`src/rtl/pd_timer_pkg.sv`:
```
// Shared types and default lengths for the packet-decoder byte timer.
package pd_timer_pkg;

  typedef enum logic [1:0] {
    IDLE  = 2'd0,
    COUNT = 2'd1,
    DONE  = 2'd2,
    ERR   = 2'd3
  } pd_timer_state_t;

  localparam int PD_HDR_LEN = 64;
  localparam int PD_MAX_LEN = 80;

endpackage

```
`src/rtl/pd_byte_cnt.sv`:
```
// Byte up-counter with synchronous reset, clear and enable.
module pd_byte_cnt #(
  parameter int CNT_W = 7
) (
  input  logic             clk,
  input  logic             n_rst,
  input  logic             clr,
  input  logic             en,
  output logic [CNT_W-1:0] count
);

  always_ff @(posedge clk) begin
    if (!n_rst) begin
      count <= '0;
    end else if (clr) begin
      count <= '0;
    end else if (en) begin
      count <= count + CNT_W'(1);
    end
  end

endmodule

```
`src/rtl/pd_packet_timer.sv`:
```
// Packet byte timer: latches length on start, pulses at header and end.
module pd_packet_timer
  import pd_timer_pkg::*;
#(
  parameter int CNT_W   = 7,
  parameter int HDR_LEN = PD_HDR_LEN,
  parameter int MAX_LEN = PD_MAX_LEN
) (
  input  logic             clk,
  input  logic             n_rst,
  input  logic             start,
  input  logic [CNT_W-1:0] pkt_len,
  input  logic             cnt_up,
  input  logic             clr_cnt,
  output logic [CNT_W-1:0] byte_count,
  output logic             hdr_done,
  output logic             packet_done,
  output logic             busy,
  output logic             len_err
);

  if (!(HDR_LEN < MAX_LEN && MAX_LEN < (1 << CNT_W))) begin : g_bad_cfg
    $error("pd_packet_timer: need HDR_LEN < MAX_LEN < 2**CNT_W");
  end

  pd_timer_state_t  state, state_n;
  logic [CNT_W-1:0] len_q, len_d;
  logic [CNT_W-1:0] cnt_inc;
  logic             len_ok;
  logic             cnt_clr, cnt_en;
  logic             hdr_d, pkt_d;

  pd_byte_cnt #(.CNT_W(CNT_W)) u_cnt (
    .clk   (clk),
    .n_rst (n_rst),
    .clr   (cnt_clr),
    .en    (cnt_en),
    .count (byte_count)
  );

  assign cnt_inc = byte_count + CNT_W'(1);
  assign len_ok  = (pkt_len != '0) &&
                   (pkt_len <= CNT_W'(MAX_LEN));

  always_comb begin
    state_n = state;
    len_d   = len_q;
    cnt_clr = 1'b0;
    cnt_en  = 1'b0;
    hdr_d   = 1'b0;
    pkt_d   = 1'b0;
    if (clr_cnt) begin
      state_n = IDLE;
      len_d   = '0;
      cnt_clr = 1'b1;
    end else begin
      unique case (state)
        COUNT: begin
          if (cnt_up) begin
            cnt_en = 1'b1;
            hdr_d  = (cnt_inc == CNT_W'(HDR_LEN)) &&
                     (len_q > CNT_W'(HDR_LEN));
            if (cnt_inc == len_q) begin
              state_n = DONE;
              pkt_d   = 1'b1;
            end
          end
        end
        default: begin
          // IDLE, DONE and ERR all accept a new packet start
          if (state == DONE) state_n = IDLE;
          if (start) begin
            if (len_ok) begin
              state_n = COUNT;
              len_d   = pkt_len;
              cnt_clr = 1'b1;
            end else begin
              state_n = ERR;
            end
          end
        end
      endcase
    end
  end

  always_ff @(posedge clk) begin
    if (!n_rst) begin
      state       <= IDLE;
      len_q       <= '0;
      hdr_done    <= 1'b0;
      packet_done <= 1'b0;
      busy        <= 1'b0;
      len_err     <= 1'b0;
    end else begin
      state       <= state_n;
      len_q       <= len_d;
      hdr_done    <= hdr_d;
      packet_done <= pkt_d;
      busy        <= (state_n == COUNT);
      len_err     <= (state_n == ERR);
    end
  end

endmodule

```
`config.mk`:
```
export PLATFORM = sky130hd
export DESIGN_NAME = pd_packet_timer
export DESIGN_NICKNAME = d
export VERILOG_FILES = /design/src/rtl/pd_timer_pkg.sv /design/src/rtl/pd_byte_cnt.sv /design/src/rtl/pd_packet_timer.sv
export SDC_FILE = /design/constraint.sdc
export NUM_CORES = 1
export LEC_CHECK = 0
export ABC_AREA = 1
export ABC_CLOCK_PERIOD_IN_PS = 3300
export CAP_MARGIN = 30
export CORE_MARGIN = 4
export CORE_UTILIZATION = 54
export CTS_CLUSTER_SIZE = 10
export DETAILED_ROUTE_END_ITERATION = 7
export GPL_ROUTABILITY_DRIVEN = 0
export PLACE_DENSITY = 0.8
export SLEW_MARGIN = 5
export SYNTH_ARGS = -nofsm -noshare
export SYNTH_HDL_FRONTEND = slang
export SYNTH_SLANG_ARGS = --single-unit
```
`constraint.sdc`:
```
create_clock -name clk -period 3.3 [get_ports clk]
set_clock_uncertainty 0.1 [all_clocks]
set_input_delay 0.33 -clock clk [delete_from_list [all_inputs] [get_ports clk]]
set_output_delay 0.33 -clock clk [all_outputs]
set_load 0.01 [all_outputs]
```
==> reports/metrics.yaml, run 1 <==
numCtsBuffers: 3
drv_slew: 0
path_cells: "ha_1, nand2_2, nor2_4, nand2_1, nand2_1, nand2_1, nor2_1, nor2_1, nand3_1, nand2_1, nand2_1, nor2_1"
clk_latency_ns: 0.30
hold_path.class: "reg2reg"
setup_violations: 0
worst-path-buf-inv: 0
area_growth_pct: 24.7
yosysSeqAreaShare: 0.349
finalWirelength_um: 2770
grt_pass1_vias: 1149
track_usage: 0.220
regArea_um2: 400
hold-worst-slack_ns: 0.410
multi_input_area_um2: 631
required_ns: 3.41
coreArea_um2: 1980
critPathKind: "reg2reg"
ir_drop_mv: 0.296
vias_per_cell: 5.25
status: "completed"
top_usage_layer: "met2"
regToRegStartpoint: "u_cnt.count[0]$_SDFFE_PP0P_"
period_minus_slack_ns: 1.98
slowest_delay_ns: 0.52
dieArea_um2: 2920
worstSetupEndpointType: "flip-flop"
slowest_stage: "dfxtp_1"
final_util: 0.721
place.port_buffers: 22
fillers: 166
clock_sinks: 20
crit_arrival_ns: 2.09
cts_tree: "built"
hold_start: "len_q[2]$_SDFFE_PP0P_"
clk_pin_slew_ns: 0.12
p_leak_uw: 0.000577
drive_gt1_frac: 0.0539
first_iter_violations: 21
rsz0062_at_grt: "false"
avgSynthCellArea_um2: 6.40
layout_worst_path_cycle_share: 0.601
grtUsageMet2: 0.387
rows: 16
postPlaceCellArea_um2: 1390
gr-total-overflow: 0
max_freq_ghz: 0.504
hold_buffers: 0
clk_path_buf_depth: 2
postSynthCellCount: 179
relSlewSlack: 0.717
cts_setup_buffers: 0
grt_max_degree: 17
fin_area_um2: 1430
critPathMostFrequentCell: "nand2_1"
cts-resized-gates: 0
drt_first_pass_iters: 5
vias: 1212
antenna_cells: 0
use_met1: 0.262
drc: 0
syn_area_um2: 1150
worstMarginPinSlew_ns: 0.424
final_cells: 231
setup_tns_ns: 0
die_w_um: 54.1
layout.nets: 218
die_h_um: 54.1
initial_utilization: 0.578
cp-startpoint: "u_cnt.count[0]$_SDFFE_PP0P_"
io_pins: 23
synth-seq-cells: 20
dp.cells: 227
antenna_found_initial: 0
worst_setup_path_start_kind: "flip-flop"
yosys_warnings: 0
grt_pass1_wl_um: 4720
grtUsageMet3: 0.0305
cap_viol_max_count: 0
power_density_nw_per_um2: 318
cts_max_level: 1
final_antenna_net_count: 0
hold_viol: 0
synthDistinctLibCells: 23
cp_max_fo: 7
wire_per_inst_um: 12.0
post-dp-hpwl_um: 2220
root_buffer: "clkbuf_4"
synth_nets: 192
critPathTopFamily: "simple AND/OR/NAND/NOR gates"
[path summary, 6_finish.rpt]
kind / to / slack [ns] / cells past startpoint
max: state[1]$_SDFF_PN0_ / 1.32 / 12
min: len_q[2]$_SDFFE_PP0P_ / 0.41 / 2
max reg2reg: state[1]$_SDFF_PN0_ / 1.32 / 12
min reg2reg: len_q[2]$_SDFFE_PP0P_ / 0.41 / 2
[placed cells by master (no fill, tap or decap), types with 2 or more instances in the layout]
cell / instances
nor3_1: 3
clkbuf_4: 3
nor2_1: 17
a21oi_1: 18
clkdlybuf4s50_1: 22
xnor2_1: 2
dfxtp_1: 20
inv_1: 27
nand4_1: 3
nand2_1: 50
nand3_1: 19
o21ai_0: 7
[sequential cells by signal, summed over array words and instances, names as in the netlist]
register and cells:
busy 1, hdr_done 1, len_err 1, len_q 7
packet_done 1, state 2, u_cnt.count 7
[power by group]
group | internal [uW] | switching, uW
combinational | 27.1 | 32.4
sequential | 247 | 3.74
clock | 67.2 | 76.4
total | 342 | 113
[metrics by stage]
| stage | setup WS (ns) | power (uW) |
|---|---|---|
| global route | 1.10 | 474 |
| floorplan | 1.58 | 290 |
| CTS | 1.33 | 458 |
| detailed placement | 1.09 | 316 |
| global placement | 1.17 | 314 |
| finish | 1.32 | 454 |
[cell usage after synthesis]
| library cell | instances | area share |
|---|---|---|
| dfxtp_1 | 20 | 0.35 |
| xnor2_1 | 2 | 0.015 |
| nor3b_2 | 1 | 0.011 |
| inv_4 | 1 | 0.0055 |
| nand4_1 | 3 | 0.016 |
| nand2_2 | 1 | 0.0055 |
| or2_1 | 1 | 0.0055 |
| or2_4 | 1 | 0.0076 |
| nor3_2 | 1 | 0.0087 |
| nand2_1 | 50 | 0.16 |
| nor2_1 | 17 | 0.056 |
| nor3_1 | 3 | 0.013 |
| xor2_1 | 1 | 0.0076 |
| o21ai_0 | 7 | 0.031 |
| ha_1 | 1 | 0.011 |
| nor3_4 | 1 | 0.014 |
| nand3_1 | 19 | 0.083 |
| nor3b_1 | 1 | 0.0066 |
| inv_1 | 27 | 0.088 |
| nor2_4 | 1 | 0.0098 |
| a21oi_1 | 18 | 0.079 |
| o211ai_1 | 1 | 0.0066 |
| buf_4 | 1 | 0.0066 |
[tightest hold or removal path: cells and delay by family, from the launching register on]
kind	cells	cell delay [ns]
flip-flops	1	0.34
AO/OA/AOI/OAI	1	0.06
buffers and inverters	1	0.08
[layout make-up]
cell class / count / share of cell area
inverter: 28 / 0.0753
clock buffer: 4 / 0.0254
multi-input combinational: 130 / 0.441
sequential: 20 / 0.280
timing repair buffer: 22 / 0.154
tap: 27 / 0.0236
[cells by family after synthesis]
family                     share of synthesized area
and+or+nand+nor                                0.401
buffers and inverters                          0.100
AOI/OAI and AO/OA                              0.116
DFF                                            0.349
xor gates and xnor gates                      0.0229
adders and majority gates                     0.0109
[per-layer routing]
metal / wire length (um) / vias to the layer above
met5: 0 / -
li1: - / 626
met1: 1210 / 540
met3: 147 / 8
met4: 67 / 0
met2: 1350 / 38
No activity file was read; power rests on OpenSTA's default activity.
==> run 2, diff against run 1 <==
--- a/config.mk
+++ b/config.mk
@@ -6,14 +6,14 @@
 export NUM_CORES = 1
 export LEC_CHECK = 0
 export ABC_AREA = 1
-export ABC_CLOCK_PERIOD_IN_PS = 3300
+export ABC_CLOCK_PERIOD_IN_PS = 2000
 export CAP_MARGIN = 30
 export CORE_MARGIN = 4
-export CORE_UTILIZATION = 54
+export CORE_UTILIZATION = 50
 export CTS_CLUSTER_SIZE = 10
 export DETAILED_ROUTE_END_ITERATION = 7
 export GPL_ROUTABILITY_DRIVEN = 0
-export PLACE_DENSITY = 0.8
+export PLACE_DENSITY = 0.75
 export SLEW_MARGIN = 5
 export SYNTH_ARGS = -nofsm -noshare
 export SYNTH_HDL_FRONTEND = slang
==> constraint.sdc (replaced) <==
create_clock -name clk -period 2 [get_ports clk]
set_clock_uncertainty 0.1 [all_clocks]
set_input_delay 0.2 -clock clk [delete_from_list [all_inputs] [get_ports clk]]
set_output_delay 0.2 -clock clk [all_outputs]
set_load 0.01 [all_outputs]
==> reports/metrics.yaml, run 2 (same netlist as run 1, synthesis figures left out) <==
first_iter_violations: 31  # +48%
hold_viol: 0  # unchanged
worst_setup_path_start_kind: "flip-flop"
antenna_cells: 0  # unchanged
clock_sinks: 20  # unchanged
layout_common_cells: "nand2_1 (50), inv_1 (27), clkdlybuf4s50_1 (22), nand3_1 (19), dfxtp_1 (19)"
fillers: 203  # +22%
finalWirelength_um: 2660  # -3.8%
power_density_nw_per_um2: 521  # +64%
final_util: 0.668  # -0.0528
clk_path_buf_depth: 2  # unchanged
die_w_um: 55.9  # +3.3%
timing.final.ws_setup_ns: 0.215  # -1.10 ns
rows: 17  # +1
final_common_cell: "nand2_1"
grt_max_degree: 12  # -5
dieArea_um2: 3120  # +6.8%
grt_pass1_wl_um: 4270  # -9.5%
clk_latency_ns: 0.31  # about the same
final_antenna_net_count: 0  # unchanged
clockPowerShare: 0.322  # +0.006
wire_per_inst_um: 11.3  # -5.8%
post-dp-hpwl_um: 2110  # -4.9%
cts_max_level: 1  # unchanged
path_cells: "ha_2, nand2_2, nor2_4, inv_1, nand2_1, nand2_1, nand2_1, nand2_1, nor2_1, nand3_1, nand2_1, a21oi_1"
hold_buffers: 0  # unchanged
clk_pin_slew_ns: 0.12  # about the same
reg.largest.list: "len_q: 7 flops, u_cnt.count: 7 flops, state: 2 flops"
layout_worst_path_cycle_share: 0.892  # +0.291
multi_input_area_um2: 633  # +0.40%
drc: 0  # unchanged
p_switching_uw: 194  # +72%
vias: 1220  # +0.66%
hold_path.class: "reg2reg"
numCtsBuffers: 3  # unchanged
io_pins: 23  # unchanged
area_growth_pct: 27.7
worstMarginPinSlew_ns: 0.422  # -0.00107 ns
setup_violations: 0  # unchanged
critPathKind: "reg2reg"
required_ns: 2.10  # -1.31 ns
max_freq_ghz: 0.560  # +11%
ir_drop_mv: 0.418  # +41%
slowest_stage: "dfxtp_2"
pwr-share-seq: 0.543  # -0.010
place.port_buffers: 22  # unchanged
postPlaceCellArea_um2: 1420  # +2.2%
regArea_um2: 402  # +0.31%
track_usage: 0.169  # -0.0514
worstSetupEndpointType: "flip-flop"
rsz0062_at_grt: "false"
drive_gt1_frac: 0.0817  # +0.0278
gr-total-overflow: 0  # unchanged
cp_max_fo: 5  # -2
die_h_um: 55.9  # +3.3%
critPathMostFrequentCell: "nand2_1"
coreArea_um2: 2190  # +11%
grt_pass1_vias: 1061  # -7.7%
cap_viol_max_count: 0  # unchanged
crit_arrival_ns: 1.89  # -0.20 ns
vias_per_cell: 5.17  # -1.5%
antenna_found_initial: 0  # unchanged
p_leak_uw: 0.000594  # +3.0%
setup_tns_ns: 0  # unchanged
root_buffer: "clkbuf_4"
cts_tree: "built"
fin_area_um2: 1460  # +2.5%
critPathTopFamily: "simple AND/OR/NAND/NOR gates"
worst-path-buf-inv: 1  # +1
hold-worst-slack_ns: 0.403  # -0.00660 ns
drt_first_pass_iters: 4  # -1
switching_share: 0.254  # +0.00664
status: "completed"
drv_slew: 0  # unchanged
layout.nets: 222  # +1.8%
slowest_delay_ns: 0.38  # -0.14 ns
relSlewSlack: 0.717  # +0.000718
dpl_worst_slack_ns: 0.0806  # -1.01 ns
pwr-share-comb: 0.135  # +0.004
intPower_uw: 568  # +66%
initial_utilization: 0.523  # -0.0552
period_minus_slack_ns: 1.78  # -0.200 ns
[run 2: cell types whose count changed in the layout (fill, tap and decap cells not counted)]
cell / delta
dfxtp_2: +1
buf_4: +4
ha_2: +1
dfxtp_1: -1
ha_1: -1
[run 2: layout make-up]
cell class,count,area share
sequential,20,0.274
inverter,28,0.0735
multi-input combinational,130,0.432
timing repair buffer,26,0.171
clock buffer,4,0.0248
tap,28,0.0239
[run 2: final timing paths]
path	cells past startpoint	slack, ns	end	start
worst max-delay path	12	0.22	busy$_SDFF_PN0_	u_cnt.count[1]$_SDFFE_PP0P_
worst max register to register	12	0.22	busy$_SDFF_PN0_	u_cnt.count[1]$_SDFFE_PP0P_
worst min-delay path	2	0.40	u_cnt.count[1]$_SDFFE_PP0P_	u_cnt.count[1]$_SDFFE_PP0P_
worst min register to register	2	0.40	u_cnt.count[1]$_SDFFE_PP0P_	u_cnt.count[1]$_SDFFE_PP0P_
[run 2: power groups by stage]
stage / logic (uW) / registers, uW / clock network (uW)
after detailed placement: 102 / 423 / 0
final: 103 / 414 / 246
after global placement: 101 / 423 / 0
after global routing: 114 / 416 / 256
after floorplan: 56.1 / 423 / 0
after CTS: 102 / 414 / 243
[run 2: tightest hold or removal path, stage by stage (launching register included)]
cell	delay (ns)
dfxtp_2	0.36
nand2_1	0.06
a21oi_1	0.05
[run 2: per-stage QoR]
step                      instances  total power (uW)
final                           236               762
after global routing            236               786
after CTS                       236               759
after detailed placement        232               525
after global placement          232               524
after floorplan                 179               479
[run 2: layer usage]
layer | track usage | part of all wire
met2 | 0.296 | 0.46
met4 | 0.0780 | 0.024
met1 | 0.201 | 0.47
met5 | 0 | 0
met3 | 0.0255 | 0.046
[run 2: timing repair]
| item | in CTS | in global routing |
|---|---|---|
| gates resized for setup | 0 | 2 |
| hold endpoints to repair | 0 | 0 |
| setup buffers | 0 | 0 |
| setup endpoints to repair | 0 | 4 |
==> run 3, diff against run 2 <==
--- a/config.mk
+++ b/config.mk
@@ -8,9 +8,10 @@
 export ABC_AREA = 1
 export ABC_CLOCK_PERIOD_IN_PS = 2000
 export CAP_MARGIN = 30
+export CORE_ASPECT_RATIO = 0.6
 export CORE_MARGIN = 4
 export CORE_UTILIZATION = 50
-export CTS_CLUSTER_SIZE = 10
+export CTS_CLUSTER_SIZE = 40
 export DETAILED_ROUTE_END_ITERATION = 7
 export GPL_ROUTABILITY_DRIVEN = 0
 export PLACE_DENSITY = 0.75
==> reports/metrics.yaml, run 3 (same netlist as run 1, synthesis figures left out) <==
worst_setup_path_start_kind: "flip-flop"
hold_path.class: "reg2reg"
multi_input_area_um2: 633  # unchanged
clk_pin_slew_ns: 0.07  # -0.05 ns
reg.largest.list: "len_q: 7 flops, u_cnt.count: 7 flops, state: 2 flops"
p_leak_uw: 0.000597  # +0.46%
finalWirelength_um: 2890  # +8.3%
drt_first_pass_iters: 4  # unchanged
cp_max_fo: 5  # unchanged
initial_utilization: 0.526  # +0.00270
die_h_um: 45.1  # -19%
gr-total-overflow: 0  # unchanged
area_growth_pct: 28.8
dieArea_um2: 3150  # +0.81%
root_buffer: "clkbuf_8"
drive_gt1_frac: 0.0725  # -0.00927
clk_path_buf_depth: 2  # unchanged
path_cells: "ha_2, nand2_2, nor2_4, nand3_1, nand2_1, nor2_1, nor2_1, nand3_1, nand2_1, nand2_1, nor2_1"
antenna_found_initial: 0  # unchanged
layout.nets: 221  # -0.45%
grt_max_degree: 13  # +1
wire_per_inst_um: 12.2  # +7.8%
holdPathEnd: "u_cnt.count[4]$_SDFFE_PP0P_"
regToRegStartpoint: "u_cnt.count[1]$_SDFFE_PP0P_"
io_pins: 23  # unchanged
max_freq_ghz: 0.554  # -1.2%
setup_violations: 0  # unchanged
worstSetupEndpointType: "flip-flop"
hold_viol: 0  # unchanged
critPathKind: "reg2reg"
status: "completed"
postPlaceCellArea_um2: 1420  # -0.35%
cap_viol_max_count: 0  # unchanged
grt_pass1_vias: 1088  # +2.5%
power.total_uw: 828  # +8.6%
die_w_um: 69.8  # +25%
vias_per_cell: 5.03  # -2.8%
crit_arrival_ns: 1.90  # about the same
first_iter_violations: 88  # +180%
cts_max_level: 1  # unchanged
clock_sinks: 20  # unchanged
relSlewSlack: 0.679  # -0.0382
antenna_cells: 0  # unchanged
drv_slew: 0  # unchanged
dp.cells: 233  # +0.43%
layout_worst_path_cycle_share: 0.903  # +0.0109
r2r_cells: 11  # -1
slowest_delay_ns: 0.40  # +0.02 ns
numCtsBuffers: 3  # unchanged
final_antenna_net_count: 0  # unchanged
hold_depth: 2  # unchanged
r2r_slack_ns: 0.19  # -0.02 ns
period_minus_slack_ns: 1.81  # +0.0218 ns
track_usage: 0.203  # +0.0346
final_cells: 237  # +0.42%
rows: 13  # -4
clk_latency_ns: 0.26  # -0.05 ns
required_ns: 2.10  # about the same
hold_start: "u_cnt.count[4]$_SDFFE_PP0P_"
fillers: 203  # unchanged
vias: 1191  # -2.4%
post-dp-hpwl_um: 2370  # +12%
worstMarginPinSlew_ns: 0.479  # +0.0570 ns
r2r_end: "state[1]$_SDFF_PN0_"
cts_setup_buffers: 0  # unchanged
power_density_nw_per_um2: 561  # +7.6%
slowest_stage: "dfxtp_1"
regArea_um2: 400  # -0.31%
drc: 0  # unchanged
place.port_buffers: 22  # unchanged
coreArea_um2: 2180  # -0.51%
layout_common_cells: "nand2_1 (50), inv_1 (27), clkdlybuf4s50_1 (22), dfxtp_1 (20), nand3_1 (19)"
cts_tree: "built"
hold-worst-slack_ns: 0.399  # -0.00383 ns
fin_area_um2: 1480  # +0.86%
ir_drop_mv: 0.363  # -13%
final_common_cell: "nand2_1"
setup_tns_ns: 0  # unchanged
grt_pass1_wl_um: 4960  # +16%
## run 3: where the power goes
group | internal (uW) | total [uW] | switching, uW
combinational | 47.2 | 104 | 56.6
sequential | 408 | 414 | 6.38
clock | 175 | 310 | 134
total | 631 | 828 | 197
## run 3: layer usage
metal	share of wire	global-route usage	vias up	wire, um
met5	0	0	-	0
li1	-	-	630	-
met2	0.40	0.289	37	1140
met1	0.51	0.290	518	1480
met4	0.014	0.0725	0	41
met3	0.077	0.0644	6	221
## run 3: worst max-delay path: cells and delay by family (launching register included)
| kind | cells | cell delay (ns) |
|---|---|---|
| and+or+nand+nor | 10 | 0.98 |
| DFF | 1 | 0.40 |
| adders and majority gates | 1 | 0.25 |
## run 3: metrics by stage
step	utilization	setup slack, ns
floorplan	-	0.282
global placement	0.651	0.103
detailed placement	0.651	0.0581
CTS	0.676	0.163
global route	0.677	-0.0214
finish	0.677	0.194
## run 3: how the worst max path moves through the flow
stage,startpoint,to,slack [ns],cells after the start
floorplan,u_cnt.count[0]$_SDFFE_PP0P_,state[1]$_SDFF_PN0_,0.28,12
global placement,pkt_len[5],u_cnt.count[6]$_SDFFE_PP0P_,0.10,7
detailed placement,pkt_len[5],u_cnt.count[4]$_SDFFE_PP0P_,0.06,7
CTS,u_cnt.count[1]$_SDFFE_PP0P_,packet_done$_SDFF_PP0_,0.16,9
global route,u_cnt.count[1]$_SDFFE_PP0P_,busy$_SDFF_PN0_,-0.02,11
finish,u_cnt.count[1]$_SDFFE_PP0P_,state[1]$_SDFF_PN0_,0.19,11
## run 3: repair_timing
| action | 4_1_cts | 5_1_grt |
|---|---|---|
| resized for setup | 0 | 1 |
| setup endpoints to repair | 0 | 2 |
| hold buffers | 0 | 0 |
## run 3: final cells by class
class	count	share of cell area
Inverter	28	0.0729
Sequential cell	20	0.271
Clock buffer	4	0.0373
Multi-Input combinational cell	130	0.429
Timing Repair Buffer	25	0.164
Tap cell	30	0.0254
